`src/rtl/hardreg_rr_arbiter.sv`:
```
// Shared W-bit holding register loaded by NREQ requesters through a registered
// round-robin arbiter; each grant is followed by a mandatory one-cycle gap.
module hardreg_rr_arbiter #(
  parameter int W    = 4,
  parameter int NREQ = 4,
  parameter int IDW  = 2
) (
  input  logic              clk,
  input  logic              clrb,
  input  logic [NREQ-1:0]   req,
  input  logic [NREQ*W-1:0] din,
  input  logic              clr_req,
  output logic [NREQ-1:0]   gnt,
  output logic [W-1:0]      q,
  output logic [IDW-1:0]    owner,
  output logic              q_valid
);

  typedef enum logic {IDLE, GAP} state_t;

  state_t          state, state_nxt;
  logic [IDW-1:0]  ptr, ptr_nxt;
  logic [NREQ-1:0] gnt_nxt;
  logic [W-1:0]    q_nxt;
  logic [IDW-1:0]  owner_nxt;
  logic            q_valid_nxt;

  logic            found_hi, found_any;
  logic [IDW-1:0]  win_hi, win_any, win;
  logic [W-1:0]    data_hi, data_any, win_data;

  // Two passes: the lowest request at or above ptr wins; if none, the lowest
  // request overall wins, which is the wrap-around case.
  // NOTE: every combinational output gets a default before any branch, so no
  // path leaves a variable unassigned and no latch is inferred.
  always_comb begin
    found_hi  = 1'b0;
    found_any = 1'b0;
    win_hi    = '0;
    win_any   = '0;
    data_hi   = '0;
    data_any  = '0;
    for (int i = NREQ - 1; i >= 0; i--) begin
      if (req[i]) begin
        found_any = 1'b1;
        win_any   = IDW'(i);
        data_any  = din[i*W +: W];
        if (i >= int'(ptr)) begin
          found_hi = 1'b1;
          win_hi   = IDW'(i);
          data_hi  = din[i*W +: W];
        end
      end
    end
    win      = found_hi ? win_hi  : win_any;
    win_data = found_hi ? data_hi : data_any;
  end

  always_comb begin
    state_nxt   = IDLE;
    ptr_nxt     = ptr;
    gnt_nxt     = '0;
    q_nxt       = q;
    owner_nxt   = owner;
    q_valid_nxt = q_valid;
    case (state)
      IDLE: begin
        if (clr_req) begin
          // Clear outranks a pending request; the request stays asserted and
          // is served on a later IDLE cycle.
          q_nxt       = '0;
          q_valid_nxt = 1'b0;
        end else if (found_any) begin
          q_nxt       = win_data;
          owner_nxt   = win;
          q_valid_nxt = 1'b1;
          gnt_nxt     = {{(NREQ-1){1'b0}}, 1'b1} << win;
          ptr_nxt     = (win == IDW'(NREQ - 1)) ? '0 : win + 1'b1;
          state_nxt   = GAP;
        end
      end
      GAP: begin
        if (clr_req) begin
          q_nxt       = '0;
          q_valid_nxt = 1'b0;
        end
      end
      default: state_nxt = IDLE;
    endcase
  end

  // NOTE: state registers use non-blocking assignments so every flop samples
  // the pre-edge values regardless of statement order.
  // NOTE: all outputs are plain flops with async clear, so a reset mid-grant
  // drops gnt immediately and restarts the pointer at 0.
  always_ff @(posedge clk or negedge clrb) begin
    if (!clrb) begin
      state   <= IDLE;
      ptr     <= '0;
      gnt     <= '0;
      q       <= '0;
      owner   <= '0;
      q_valid <= 1'b0;
    end else begin
      state   <= state_nxt;
      ptr     <= ptr_nxt;
      gnt     <= gnt_nxt;
      q       <= q_nxt;
      owner   <= owner_nxt;
      q_valid <= q_valid_nxt;
    end
  end

endmodule

```
`config.mk`:
```
export PLATFORM = sky130hd
export DESIGN_NAME = hardreg_rr_arbiter
export DESIGN_NICKNAME = d
export VERILOG_FILES = /design/src/rtl/hardreg_rr_arbiter.sv
export SDC_FILE = /design/constraint.sdc
export NUM_CORES = 1
export LEC_CHECK = 0
export BUFFER_PORTS_ARGS = -buffer_cell sky130_fd_sc_hd__buf_2
export CELL_PAD_IN_SITES_DETAIL_PLACEMENT = 0
export CELL_PAD_IN_SITES_GLOBAL_PLACEMENT = 1
export CORE_ASPECT_RATIO = 0.75
export CORE_MARGIN = 1
export CORE_UTILIZATION = 31
export DETAILED_ROUTE_END_ITERATION = 10
export GPL_ROUTABILITY_DRIVEN = 0
export PLACE_DENSITY_LB_ADDON = 0.05
export SLEW_MARGIN = 0
export SYNTH_ARGS = -nofsm -noshare
export SYNTH_HDL_FRONTEND = slang
export SYNTH_SLANG_ARGS = --single-unit
```
`constraint.sdc`:
```
create_clock -name clk -period 2 [get_ports clk]
set_clock_uncertainty 0.15 [all_clocks]
set_input_delay 0.4 -clock clk [delete_from_list [all_inputs] [get_ports clk]]
set_output_delay 0.4 -clock clk [all_outputs]
set_load 0.05 [all_outputs]
```
==> Flow_metrics.wiki, run 1 <==
{| class="wikitable"
! Metric !! Value
|-
| HPWL after detailed placement || 2060 µm
|-
| Overall Global Routing Usage || 17.0%
|-
| CP Class || reg2reg
|-
| Setup Total Neg Slack || 0 ps
|-
| Routed via count divided by cell count || 5.29
|-
| Power Dens Cells || 1070 nW/µm²
|-
| Proportion of layout cells with a drive suffix above 1 || 36.8%
|-
| Maximum number of pins on one net before global-route repair || 15
|-
| I/O Pins || 34
|-
| Die Width || 65.8 µm
|-
| P_leak || 0.627 nW
|-
| Vias || 994
|-
| Gate Count Post-Synth || 110
|-
| Die extent in y || 49.9 µm
|-
| Number of endpoints failing setup at the final stage || 0
|-
| Flip-flop and latch count after synthesis || 14
|-
| TritonCTS Buffers || 3
|-
| Clock tree from TritonCTS || built
|-
| Fraction of registers with async set or reset after synthesis || 100%
|-
| Mapped Avg Cell Area || 8.61 µm²
|-
| Total chip power || 1.35 mW
|-
| Antenna Diode Count || 0
|-
| Top cells by area in the synthesized netlist || dfrtp_1, o221ai_1, nand2_1
|-
| Sum of buffers and inverters on the critical path || 1
|-
| Routed Antenna Nets || 0
|-
| Clock slew at the register clock pins of the worst setup and hold paths || 60 ps
|-
| Most repeated cell in the gate-level netlist after synthesis || nand2_1
|-
| Placement-stage worst setup slack || 89.2 ps
|-
| Clock Tree Root || clkbuf_8
|-
| Die Outline Area || 3280 µm²
|-
| Largest delay contributor family on the critical path || flip-flops
|-
| Worst VDD drop || 0.000640 V
|-
| Row count || 16
|-
| Via count of the first global-routing pass || 951
|-
| Critical Path Source Type || register
|-
| Number of maximum-capacitance constraint violations || 0
|-
| Global route total overflow || 0
|-
| Port-buffer cells || 33
|-
| Post-route design area || 1260 µm²
|-
| Area growth from synthesis to final layout || 33.3%
|-
| Worst-Margin Slew || 309 ps
|-
| Count of nets after finishing || 180
|-
| Largest family of logic cells by synthesized area || compound AO/OA/AOI/OAI gates
|-
| Post-synthesis simple-gate area fraction || 19.9%
|-
| Shortest clock period the worst path allows after layout || 1890 ps
|-
| Post-CTS Setup Inserts || 0
|-
| Run status || completed
|-
| Cell type with the highest aggregate area in the netlist || dfrtp_1
|-
| Longest individual stage delay on the worst path || 420 ps
|-
| Max Fanout on Critical Path || 11
|-
| CTS Hold Bufs || 1
|-
| Classification of the worst-slack hold path || in2reg
|-
| Data arrival time of the worst path || 1860 ps
|-
| Synth cell types || 29
|-
| Rel. slew slack || 79.4%
|-
| Complex-gate fraction of the synthesized area || 30.5%
|-
| RSZ-0062 raised after global routing || no
|-
| DRT iter0 DRCs || 35
|-
| Post-synth EDFFs || 0
|-
| Critical path's slowest cell || dfrtp_1
|-
| Number of pins exceeding their max-slew limit in the final report || 0
|-
| Cell Area, Placed || 1200 µm²
|-
| Number of warning messages in the yosys log || 0
|-
| Standard cell core area || 2740 µm²
|-
| Number of instances in the placed design || 183
|-
| Highest achievable clock rate || 529 MHz
|-
| Initial Util || 34.5%
|-
| Required time at the endpoint of the critical path || 1970 ps
|-
| Number of iterations in the first detailed-routing pass || 5
|-
| Post-Syn Nets || 137
|-
| Area share of the largest cell type after synthesis || 37.0%
|-
| Area of the mapped netlist || 947 µm²
|-
| Clock tree buffer depth || 2
|-
| Synth Area in XOR/XNOR || 0%
|-
| Critical path, cell by cell || buf_4 > o21ai_1 > a211oi_2 > ha_1 > mux2_1
|-
| Critical Path Sink Type || register
|-
| Clock sink total || 14
|-
| Total of cells resized after clock tree synthesis || 0
|-
| Least setup slack across all paths after layout || 111 ps
|-
| Share of cell area taken by muxes after synthesis || 2.38%
|-
| Top FF cell, synth || dfrtp_1
|-
| Routed wirelength normalized by instance count || 13.2 µm
|-
| Adder-cell area share of the yosys netlist || 5.28%
|-
| Final count of hold timing violations || 0
|-
| CTS H-Tree Depth || 1
|-
| Overall routed net length || 2490 µm
|-
| Final standard cell count with taps included and fillers excluded || 188
|-
| First-pass GRT wire length || 4160 µm
|-
| Part of the cycle the worst path needs || 94.5%
|-
| Leading post-synthesis cells by instance count || nand2_1, dfrtp_1, a21oi_1
|-
| Number of antenna violations at the first check in global routing || 0
|-
| Post-detailed-route DRC marker count || 0
|-
| Worst-skew pair later-pin latency || 240 ps
|-
| Sequential fraction of the synthesis area || 37.0%
|}
[final timing paths]
kind	start	end	slack, ps	depth (start not counted)
worst min register to register	owner[0]	owner[0]	330	1
max in group asynchronous	clrb	state	1030	2
worst max register to register	ptr[1]	ptr[1]	110	5
worst max-delay path	ptr[1]	ptr[1]	110	5
min in group asynchronous	clrb	q[0]	440	2
worst min-delay path	clr_req	q_valid	180	2
[area by class of cell]
type / instances / area, µm²
fill: 280 / 1480
multi-input combinational: 86 / 551
sequential: 14 / 350
timing repair buffer: 43 / 243
clock buffer: 4 / 55.1
tap: 36 / 45.0
inverter: 5 / 18.8
[power breakdown]
part           internal [mW]  switching [mW]  leakage (nW)
clock                  0.174          0.0928        0.0288
sequential             0.347          0.0412         0.179
combinational          0.249           0.446         0.419
total                  0.771           0.580         0.627
[registers in the layout, indices dropped and copies added, names as in the netlist]
name	flops
ptr	2
gnt	4
q_valid	1
q	4
state	1
owner	2
[per-stage QoR]
step	utilization [%]	hold WS, ps
3_5_place_dp	43.7	160
4_1_cts	46.0	178
5_1_grt	46.0	179
3_3_place_gp	43.7	160
2_1_floorplan	-	-45.6
6_report	46.0	180
[worst reg2reg max path, cell delays in order, from the launching register on]
cell      delay (ps)
dfrtp_1          420
buf_4            220
o21ai_1          100
a211oi_2         310
ha_1             280
mux2_1           290
[metal layers]
| layer | up-vias | global-route usage (%) | wire, µm |
|---|---|---|---|
| met5 | - | 0 | 0 |
| met2 | 33 | 26.7 | 1070 |
| met3 | 0 | 4.86 | 162 |
| met1 | 470 | 23.8 | 1260 |
| met4 | 0 | 1.09 | 0 |
| li1 | 491 | - | - |
[cells in the final DEF, fill, tap and decap left out, types with 2 or more instances in the layout]
cell type and instances:
o21ai_1 2, nand2_1 16, inv_1 2, nor2_1 10
and2_1 5, dfrtp_1 14, buf_2 33, a21oi_1 11
a22o_1 4, o22ai_1 3, ha_1 4, nand3_1 4
o221ai_1 8, inv_2 3, clkbuf_8 4, o211ai_1 5
buf_4 9, nand2b_1 2
[cell families after synthesis]
family,Yosys count
AOI/OAI and AO/OA,40
DFF,14
buffers and inverters,10
adders and majority gates,4
and+or+nand+nor,40
muxes,2
Power figures use the tool's default switching activity.
==> run 2, diff against run 1 <==
CORE_ASPECT_RATIO = 2   (was 0.75)
RECOVER_POWER = 50   (was unset)
==> run 2 against run 1 <==
  * Total power is essentially flat
  * Core utilization down 4.0 points
  * Clock power barely moved
  * Combinational power decreased by 1%
  * First-iteration DRC count shrank 57%
  * Cell count decreased by 3.7%
  * Die area grew 0.34%
  * Global-route usage is 2.2 points higher
  * Worst setup slack better by 24 ps
  * Sequential cell count stayed put
  * Wire length up 11%
==> Flow_metrics.wiki, run 2 (synthesis gave the netlist of run 1 again) <==
{| class="wikitable"
! Metric !! Value
|-
| Run status || completed
|-
| TritonCTS Buffers || 3 (unchanged)
|-
| Register-to-register path setup slack || 130 ps (+20 ps)
|-
| CTS H-Tree Depth || 1 (unchanged)
|-
| Clock slew at the register clock pins of the worst setup and hold paths || 60 ps (about the same)
|-
| I/O Pins || 34 (unchanged)
|-
| Most frequent standard cell in the layout excluding fill and tap cells || buf_2
|-
| Classification of the worst-slack hold path || in2reg
|-
| Clock tree buffer depth || 2 (unchanged)
|-
| Startpoint of the tightest hold check path || clr_req
|-
| Part of the cycle the worst path needs || 93.3% (-1.2 points)
|-
| Die Width || 41.1 µm (-38%)
|-
| Setup Total Neg Slack || 0 ps (unchanged)
|-
| Registers with the most flip-flops || gnt: 4 flops, q: 4 flops
|-
| Worst hold path stage count || 2 (unchanged)
|-
| Sum of buffers and inverters on the critical path || 0 (-1)
|-
| Number of endpoints failing setup at the final stage || 0 (unchanged)
|-
| Maximum number of pins on one net before global-route repair || 15 (unchanged)
|-
| Worst reg2reg path startpoint || ptr[1]
|-
| Port-buffer cells || 33 (unchanged)
|-
| Vias || 994 (unchanged)
|-
| Critical Path Source Type || register
|-
| Number of maximum-capacitance constraint violations || 0 (unchanged)
|-
| Clock Tree Root || clkbuf_8
|-
| Routed Antenna Nets || 0 (unchanged)
|-
| Total chip power || 1.35 mW (about the same)
|-
| Number of pins exceeding their max-slew limit in the final report || 0 (unchanged)
|-
| Min-Delay Endpoint || q_valid
|-
| Die extent in y || 80.2 µm (+61%)
|-
| Count of nets after finishing || 179 (-0.56%)
|-
| Antenna Diode Count || 0 (unchanged)
|-
| Final count of hold timing violations || 0 (unchanged)
|-
| Area growth from synthesis to final layout || 30.5%
|-
| P_leak || 0.606 nW (-3.3%)
|-
| Worst R2R Path Depth || 6 (+1)
|-
| Worst VDD drop || 0.000518 V (-19%)
|-
| Number of filler cells placed in the layout || 313 (+12%)
|-
| Clock tree from TritonCTS || built
|-
| Number of antenna violations at the first check in global routing || 0 (unchanged)
|-
| Number of instances in the placed design || 176 (-3.8%)
|-
| Global route total overflow || 0 (unchanged)
|-
| CTS Hold Bufs || 1 (unchanged)
|-
| Worst-Margin Slew || 732 ps (+423 ps)
|-
| Die Outline Area || 3290 µm² (+0.34%)
|-
| Highest achievable clock rate || 536 MHz (+1.3%)
|-
| Initial Util || 32.2% (-2.3 points)
|-
| Required time at the endpoint of the critical path || 1980 ps (about the same)
|-
| Routed wirelength normalized by instance count || 15.2 µm (+15%)
|-
| Routed via count divided by cell count || 5.49 (+3.9%)
|-
| Max Fanout on Critical Path || 8 (-3)
|-
| Critical Path Sink Type || register
|-
| Clock sink total || 14 (unchanged)
|-
| Total of cells resized after clock tree synthesis || 0 (unchanged)
|-
| Critical path's slowest cell || dfrtp_1
|-
| Longest individual stage delay on the worst path || 440 ps (+20 ps)
|-
| HPWL after detailed placement || 2220 µm (+7.6%)
|-
| Overall routed net length || 2750 µm (+11%)
|-
| Largest delay contributor family on the critical path || flip-flops
|-
| Standard cell core area || 2940 µm² (+7.3%)
|-
| Proportion of layout cells with a drive suffix above 1 || 32.5% (-4.4 points)
|-
| Shortest clock period the worst path allows after layout || 1870 ps (-24.0 ps)
|-
| Post-CTS Setup Inserts || 0 (unchanged)
|-
| RSZ-0062 raised after global routing || no
|-
| Critical path, cell by cell || and2_1 > nand2_1 > a21oi_1 > a211oi_2 > ha_1 > mux2_1
|-
| Final standard cell count with taps included and fillers excluded || 181 (-3.7%)
|-
| Rel. slew slack || 51.2% (-28 points)
|-
| R2R Path End || ptr[1]
|-
| Row count || 28 (+12)
|-
| First-pass GRT wire length || 4280 µm (+3.0%)
|-
| DRT iter0 DRCs || 15 (-57%)
|-
| Via count of the first global-routing pass || 993 (+4.4%)
|-
| Worst-skew pair later-pin latency || 240 ps (about the same)
|-
| Number of iterations in the first detailed-routing pass || 4 (-1)
|-
| Overall Global Routing Usage || 19.2% (+2.2 points)
|-
| CP Class || reg2reg
|-
| Most frequent cells in the layout || buf_2, nand2_1, dfrtp_1
|-
| Post-detailed-route DRC marker count || 0 (unchanged)
|-
| Data arrival time of the worst path || 1850 ps (about the same)
|-
| Power Dens Cells || 1090 nW/µm² (+2.2%)
|}
run 2: cell types whose count changed in the layout (fill, tap and decap cells not counted), sizes merged:
cell    before  now
buf         42   37
clkbuf       4    8
run 2: metrics by stage:
step | hold WS, ps | cell area, µm² | worst slack, ps | util, %
after floorplan | -45.6 | 947 | 130 | -
after global placement | 158 | 1180 | 119 | 40.2
after detailed placement | 165 | 1180 | 69.2 | 40.2
after CTS | 186 | 1250 | 133 | 42.4
after global routing | 204 | 1240 | 32.4 | 42.0
final | 191 | 1240 | 135 | 42.0
run 2: worst max-delay path by stage:
| stage | from | endpoint | slack [ps] | cells after the start |
|---|---|---|---|---|
| detailed placement | req[0] | ptr[1] | 70 | 7 |
| finish | ptr[1] | ptr[1] | 130 | 6 |
| CTS | ptr[1] | ptr[1] | 130 | 6 |
| floorplan | ptr[1] | ptr[1] | 130 | 7 |
| global placement | req[0] | ptr[1] | 120 | 7 |
| global route | ptr[1] | ptr[1] | 30 | 6 |
run 2: routing by layer:
metal  vias to the layer above  GRT usage [%]  wire length, µm
met4                         0           12.0              102
met3                         9           1.66              144
met1                       458           20.1             1050
met2                        40           33.0             1450
li1                        487              -                -
met5                         -              0                0
run 2: layout make-up:
type                    instances  area, µm²  area share [%]
multi-input cells              86        544            44.0
clock buffers                   4       55.1            4.45
inverters                       5       18.8            1.52
well taps                      30       37.5            3.04
repair buffers                 42        230            18.6
flip-flops and latches         14        350            28.3
run 2: power by group:
| part | total, mW | internal, mW | leakage (nW) | switching (mW) |
|---|---|---|---|---|
| logic | 0.686 | 0.244 | 0.398 | 0.441 |
| clock network | 0.270 | 0.174 | 0.0288 | 0.0956 |
| registers | 0.395 | 0.347 | 0.179 | 0.0476 |
| total | 1.35 | 0.766 | 0.606 | 0.585 |
